`src/rtl/i2c_target_mem.sv`:
```
// rtl/i2c_target_mem.sv - I2C target with a 16-byte memory; optional I2C_TGT_GLITCH_FILTER_EN majority filter
module i2c_target_mem #(
    parameter logic [6:0] DEV_ADDR = 7'h50
) (
    input  logic       clk,
    input  logic       rst,
    input  logic       scl_i,
    input  logic       sda_i,
    output logic       sda_oe,
    output logic       busy,
    output logic       wr_stb,
    output logic [3:0] wr_addr,
    output logic [7:0] wr_data,
    output logic       err
);
    typedef enum logic [3:0] {
        IDLE, ADDR, ADDR_ACK, PTR, PTR_ACK, WDATA, WDATA_ACK, RDATA, RACK, IGNORE
    } state_t;

    state_t      state_q, state_d;
    logic [1:0]  scl_sync_q, scl_sync_d, sda_sync_q, sda_sync_d;
    logic        scl_prev_q, scl_prev_d, sda_prev_q, sda_prev_d;
    logic [3:0]  cnt_q, cnt_d;
    logic [7:0]  shift_q, shift_d;
    logic [3:0]  ptr_q, ptr_d;
    logic        oe_q, oe_d;
    logic        wr_stb_q, wr_stb_d;
    logic        err_q, err_d;
    logic [7:0]  mem_q [16];
    logic [7:0]  mem_d [16];
    logic        scl_lvl, sda_lvl;
    logic        scl_rise, scl_fall, start_det, stop_det;
    logic        data_state, load_rd;

    // two-flop synchronizers; the previous-level flops feed edge detection
    always_comb begin
        scl_sync_d = {scl_sync_q[0], scl_i};
        sda_sync_d = {sda_sync_q[0], sda_i};
        scl_prev_d = scl_lvl;
        sda_prev_d = sda_lvl;
    end

`ifdef I2C_TGT_GLITCH_FILTER_EN
    logic [1:0] scl_hist_q, scl_hist_d, sda_hist_q, sda_hist_d;
    logic       scl_filt_q, scl_filt_d, sda_filt_q, sda_filt_d;

    // 2-of-3 vote over the newest synchronized sample and the two before it
    always_comb begin
        scl_hist_d = {scl_hist_q[0], scl_sync_q[1]};
        sda_hist_d = {sda_hist_q[0], sda_sync_q[1]};
        scl_filt_d = (scl_sync_q[1] & scl_hist_q[0]) | (scl_sync_q[1] & scl_hist_q[1])
                   | (scl_hist_q[0] & scl_hist_q[1]);
        sda_filt_d = (sda_sync_q[1] & sda_hist_q[0]) | (sda_sync_q[1] & sda_hist_q[1])
                   | (sda_hist_q[0] & sda_hist_q[1]);
    end

    // filter history registers, reset to the idle-bus level
    always_ff @(posedge clk) begin
        if (rst) begin
            scl_hist_q <= 2'b11;
            sda_hist_q <= 2'b11;
            scl_filt_q <= 1'b1;
            sda_filt_q <= 1'b1;
        end else begin
            scl_hist_q <= scl_hist_d;
            sda_hist_q <= sda_hist_d;
            scl_filt_q <= scl_filt_d;
            sda_filt_q <= sda_filt_d;
        end
    end

    assign scl_lvl = scl_filt_q;
    assign sda_lvl = sda_filt_q;
`else
    assign scl_lvl = scl_sync_q[1];
    assign sda_lvl = sda_sync_q[1];
`endif

    assign scl_rise  = scl_lvl & ~scl_prev_q;
    assign scl_fall  = ~scl_lvl & scl_prev_q;
    assign start_det = scl_lvl & scl_prev_q & sda_prev_q & ~sda_lvl;
    assign stop_det  = scl_lvl & scl_prev_q & ~sda_prev_q & sda_lvl;

    // state and datapath registers
    always_ff @(posedge clk) begin
        if (rst) begin
            state_q    <= IDLE;
            scl_sync_q <= 2'b11;
            sda_sync_q <= 2'b11;
            scl_prev_q <= 1'b1;
            sda_prev_q <= 1'b1;
            cnt_q      <= '0;
            shift_q    <= '0;
            ptr_q      <= '0;
            oe_q       <= 1'b0;
            wr_stb_q   <= 1'b0;
            err_q      <= 1'b0;
            mem_q      <= '{default: 8'h00};
        end else begin
            state_q    <= state_d;
            scl_sync_q <= scl_sync_d;
            sda_sync_q <= sda_sync_d;
            scl_prev_q <= scl_prev_d;
            sda_prev_q <= sda_prev_d;
            cnt_q      <= cnt_d;
            shift_q    <= shift_d;
            ptr_q      <= ptr_d;
            oe_q       <= oe_d;
            wr_stb_q   <= wr_stb_d;
            err_q      <= err_d;
            mem_q      <= mem_d;
        end
    end

    // next-state logic: bit reception/transmission, ACK handling, memory commit
    always_comb begin
        state_d    = state_q;
        cnt_d      = cnt_q;
        shift_d    = shift_q;
        ptr_d      = ptr_q;
        oe_d       = oe_q;
        wr_stb_d   = 1'b0;
        err_d      = 1'b0;
        mem_d      = mem_q;
        load_rd    = 1'b0;
        data_state = (state_q == ADDR) || (state_q == PTR) || (state_q == WDATA) || (state_q == RDATA);

        // the committed byte sits in shift_q during the strobe cycle
        if (wr_stb_q) begin
            mem_d[ptr_q] = shift_q;
            ptr_d        = ptr_q + 4'd1;
        end

        if (start_det || stop_det) begin
            // the SCL high phase carrying START/STOP already bumped cnt, so
            // completed bits are cnt-1; only 1..7 completed bits is an error
            err_d = data_state && (cnt_q >= 4'd2) && (cnt_q <= 4'd8);
            cnt_d = '0;
            if (stop_det) begin
                state_d = IDLE;
                oe_d    = 1'b0;
            end else begin
                state_d = ADDR;
            end
        end else begin
            case (state_q)
                ADDR, PTR, WDATA: begin
                    if (scl_rise && (cnt_q < 4'd8)) begin
                        shift_d  = {shift_q[6:0], sda_lvl};
                        cnt_d    = cnt_q + 4'd1;
                        wr_stb_d = (state_q == WDATA) && (cnt_q == 4'd7);
                    end else if (scl_fall && (cnt_q == 4'd8)) begin
                        if (state_q == ADDR) begin
                            if (shift_q[7:1] == DEV_ADDR) begin
                                state_d = ADDR_ACK;
                                oe_d    = 1'b1;
                            end else begin
                                state_d = IGNORE;
                            end
                        end else if (state_q == PTR) begin
                            ptr_d   = shift_q[3:0];
                            state_d = PTR_ACK;
                            oe_d    = 1'b1;
                        end else begin
                            state_d = WDATA_ACK;
                            oe_d    = 1'b1;
                        end
                    end
                end
                ADDR_ACK: begin
                    if (scl_fall) begin
                        if (shift_q[0]) begin
                            load_rd = 1'b1;
                        end else begin
                            state_d = PTR;
                            oe_d    = 1'b0;
                            cnt_d   = '0;
                        end
                    end
                end
                PTR_ACK, WDATA_ACK: begin
                    if (scl_fall) begin
                        state_d = WDATA;
                        oe_d    = 1'b0;
                        cnt_d   = '0;
                    end
                end
                RDATA: begin
                    if (scl_rise && (cnt_q < 4'd8)) begin
                        cnt_d = cnt_q + 4'd1;
                    end else if (scl_fall) begin
                        if (cnt_q == 4'd8) begin
                            state_d = RACK;
                            oe_d    = 1'b0;
                        end else begin
                            shift_d = {shift_q[6:0], 1'b0};
                            oe_d    = ~shift_q[6];
                        end
                    end
                end
                RACK: begin
                    // cnt = 9 marks a master ACK awaiting the falling edge
                    if (scl_rise) begin
                        if (!sda_lvl) begin
                            cnt_d = 4'd9;
                        end else begin
                            state_d = IGNORE;
                        end
                    end else if (scl_fall && (cnt_q == 4'd9)) begin
                        load_rd = 1'b1;
                    end
                end
                default: ;
            endcase

            if (load_rd) begin
                shift_d = mem_q[ptr_q];
                ptr_d   = ptr_q + 4'd1;
                oe_d    = ~mem_q[ptr_q][7];
                cnt_d   = '0;
                state_d = RDATA;
            end
        end
    end

    // outputs
    always_comb begin
        busy    = (state_q != IDLE);
        sda_oe  = oe_q;
        wr_stb  = wr_stb_q;
        wr_addr = ptr_q;
        wr_data = shift_q;
        err     = err_q;
    end
endmodule

```
`config.mk`:
```
export PLATFORM = sky130hd
export DESIGN_NAME = i2c_target_mem
export DESIGN_NICKNAME = d
export VERILOG_FILES = /design/src/rtl/i2c_target_mem.sv
export SDC_FILE = /design/constraint.sdc
export NUM_CORES = 1
export LEC_CHECK = 0
export ABC_AREA = 1
export CAP_MARGIN = 25
export CORE_MARGIN = 2
export CORE_UTILIZATION = 44
export DETAILED_ROUTE_END_ITERATION = 12
export GPL_TIMING_DRIVEN = 0
export SLEW_MARGIN = 10
export SYNTH_ARGS = -nofsm -noshare
export SYNTH_HDL_FRONTEND = slang
export SYNTH_SLANG_ARGS = --single-unit
```
`constraint.sdc`:
```
create_clock -name clk -period 4.4 [get_ports clk]
set_clock_uncertainty 0.15 [all_clocks]
set_input_delay 1.32 -clock clk [delete_from_list [all_inputs] [get_ports clk]]
set_output_delay 1.32 -clock clk [all_outputs]
set_load 0.02 [all_outputs]
```
==> metrics.cfg <==
[status]
status=finished clean

[power]
ir_drop_mv=0.3233
combPwrFrac_pct=22.2
p_sw_uw=1322
internal-power_uw=2530
seqPwrFrac_pct=40.0
clkPwrFrac_pct=37.9
power.leakage_uw=0.003352
power-per-cell-area_nw_per_um2=462.7
p_sw_share_pct=34.31

[placement]
numPortBuffers=18
place_congestion=0.9684
post-dp-hpwl_um=16540

[setup_path]
worstSetupPathType=flip-flop to primary output
critPathTopFamily=buffers and inverters
crit_path_start_kind=flip-flop
cp.arrival_ps=1720
cp_num_buf_inv=1
crit_chain=nor2_1, nand2_1, clkdlybuf4s50_1
slowest_delay_ps=540
cpMaxStageDelayCell=clkdlybuf4s50_1
required_ps=2930
cp_max_fo=7
r2r_slack_ps=1400
critPathCaptureType=primary output

[grt]
grt_pass1_vias=6404
overflow=0
grt_max_degree=17
globalRouteTotalUtil_pct=26.81
antenna_found_initial=0
grt_first_pass_wirelength_um=36340

[routing]
drtIter0Drc=829
viasPerCell=5.553
via_count=7114
firstDrtPassIters=5
routed_wirelength_um=23280
wire_per_inst_um=18.18
drc=0
postRouteAntennaNets=0

[timing]
worstMarginPinSlew_ps=869.0
hold_viol_final=0
finalCritPeriodShare_pct=72.53
period_minus_slack_ps=3191
fin_tns_setup_ps=0
setup_viol=0
whs_ps=262.7
max_freq_ghz=0.3134
relSlewSlack_pct=42.07
slew_viol_final=0
rsz0062_at_grt=false

[logic_synthesis]
synth_fa_ha_area_share_pct=1.201
synthSimpleGateAreaFrac_pct=20.09
syn_avg_cell_area_sq_um=7.215
synth_top_family_by_area=compound AO/OA/AOI/OAI gates
yosysSeqAreaShare_pct=43.09
yosys_warnings=0
synth_xor_xnor_area_share_pct=0.2401
synth_area_sq_um=7294
synthesis.nets=1022
synthMuxAreaShare_pct=0
postSynthCellCount=1011
netlist-cell-type-count=35
synth_compound_area_share_pct=28.40
ys_ff_latch=157

[floorplan]
dieHeight_um=132.8
row_count=47
die_x_um=132.8
core_sq_um=16410
start_util_pct=44.46
io-pin-count=20
die-area_sq_um=17620

[clocking]
post_cts.repair.setup_buffers=0
numCtsBuffers=17
cts_max_level=4
clk_latency_ps=440
cts_resized=0
cts_tree=yes
cts_root_buf=clkbuf_16
cts_sinks=157
ctsLongestPathBuffers=2
ctsHoldBuffers=0
clk_pin_slew_ps=70

[cells_and_area]
syn_to_final_growth_pct=14.12
fillCellCount=1628
drive_gt1_share_pct=10.27
nNetsFinal=1059
layout.cells.most_common_list=230 x o21ai_0, 157 x dfxtp_1, 145 x a21oi_1
antenna_cells=0
final_common_cell=o21ai_0

[flow_run]
maxCapViolations=0

[worst_hold_path]
hold_path.class=flip-flop to flip-flop

## worst paths after layout
kind / start / depth (start not counted) / endpoint
worst min-delay path: scl_sync_q[0] / 1 / scl_sync_q[1]
worst max-delay path: state_q[3] / 3 / busy
worst min register to register: scl_sync_q[0] / 1 / scl_sync_q[1]
worst max register to register: wr_addr[0] / 10 / mem_q[15]
## routing by layer
| layer | vias to the layer above | global-route usage, % | wire length (um) |
|---|---|---|---|
| met2 | 212 | 40.16 | 10330 |
| met1 | 3345 | 38.58 | 11230 |
| li1 | 3517 | - | - |
| met3 | 40 | 4.904 | 1152 |
| met4 | 0 | 9.677 | 566 |
| met5 | - | 0 | 0 |
## power groups by stage
stage	combinational (uW)	sequential [uW]	clock (uW)
6_report	854	1540	1460
5_1_grt	932	1550	1530
4_1_cts	847	1540	1470
3_5_place_dp	845	1570	0
3_3_place_gp	847	1570	0
2_1_floorplan	515	1590	0
## metrics by stage
| step | area [sq um] | util (%) | std cells | setup slack (ps) | total power, uW |
|---|---|---|---|---|---|
| floorplan | 7295 | - | 1011 | 1900 | 2103 |
| global placement | 7750 | 47.24 | 1249 | 1245 | 2417 |
| detailed placement | 7750 | 47.24 | 1249 | 1230 | 2416 |
| CTS | 8324 | 50.74 | 1281 | 1212 | 3855 |
| global route | 8324 | 50.74 | 1281 | 1138 | 4012 |
| finish | 8324 | 50.74 | 1281 | 1209 | 3852 |
## registers in the layout, indices dropped and copies added, names as in the netlist, 2 cells and up
name,count
cnt_q,4
mem_q,128
state_q,4
wr_data,8
scl_sync_q,2
sda_sync_q,2
wr_addr,4
## Yosys cell counts (all sizes together)
master / n / area share [%]
o21ai: 235 / 16
dfxtp: 157 / 43
nor2: 150 / 9.3
a21oi: 145 / 9.9
nand2: 135 / 7.4
inv: 44 / 2.3
buf: 32 / 2.6
clkbuf: 32 / 1.6
nand3: 22 / 1.7
o22ai: 14 / 1.2
nand4: 8 / 0.69
clkinv: 7 / 0.36
ha: 7 / 1.2
or2: 5 / 0.43
nor3: 4 / 0.27
o211ai: 3 / 0.31
nand3b: 2 / 0.21
o31ai: 2 / 0.21
xor2: 2 / 0.24
a211oi: 1 / 0.10
a21boi: 1 / 0.10
a31oi: 1 / 0.086
nor4: 1 / 0.086
o2bb2ai: 1 / 0.12
## cells by family after synthesis
family,after synthesis
AO/OA/AOI/OAI,403
XOR/XNOR,2
adder cells (fa/ha/maj),7
buffers and inverters,115
flip-flops,157
AND/OR/NAND/NOR,327
## final cells by class
cell class	count	area, sq um	share of cell area (%)
Buffer	64	312.8	3.758
Clock buffer	18	439.2	5.276
Clock inverter	14	135.1	1.623
Inverter	51	196.4	2.360
Multi-Input combinational cell	739	3642	43.75
Sequential cell	157	3143	37.76
Tap cell	220	275.3	3.307
Timing Repair Buffer	18	180.2	2.164
Power figures use the tool's default switching activity.
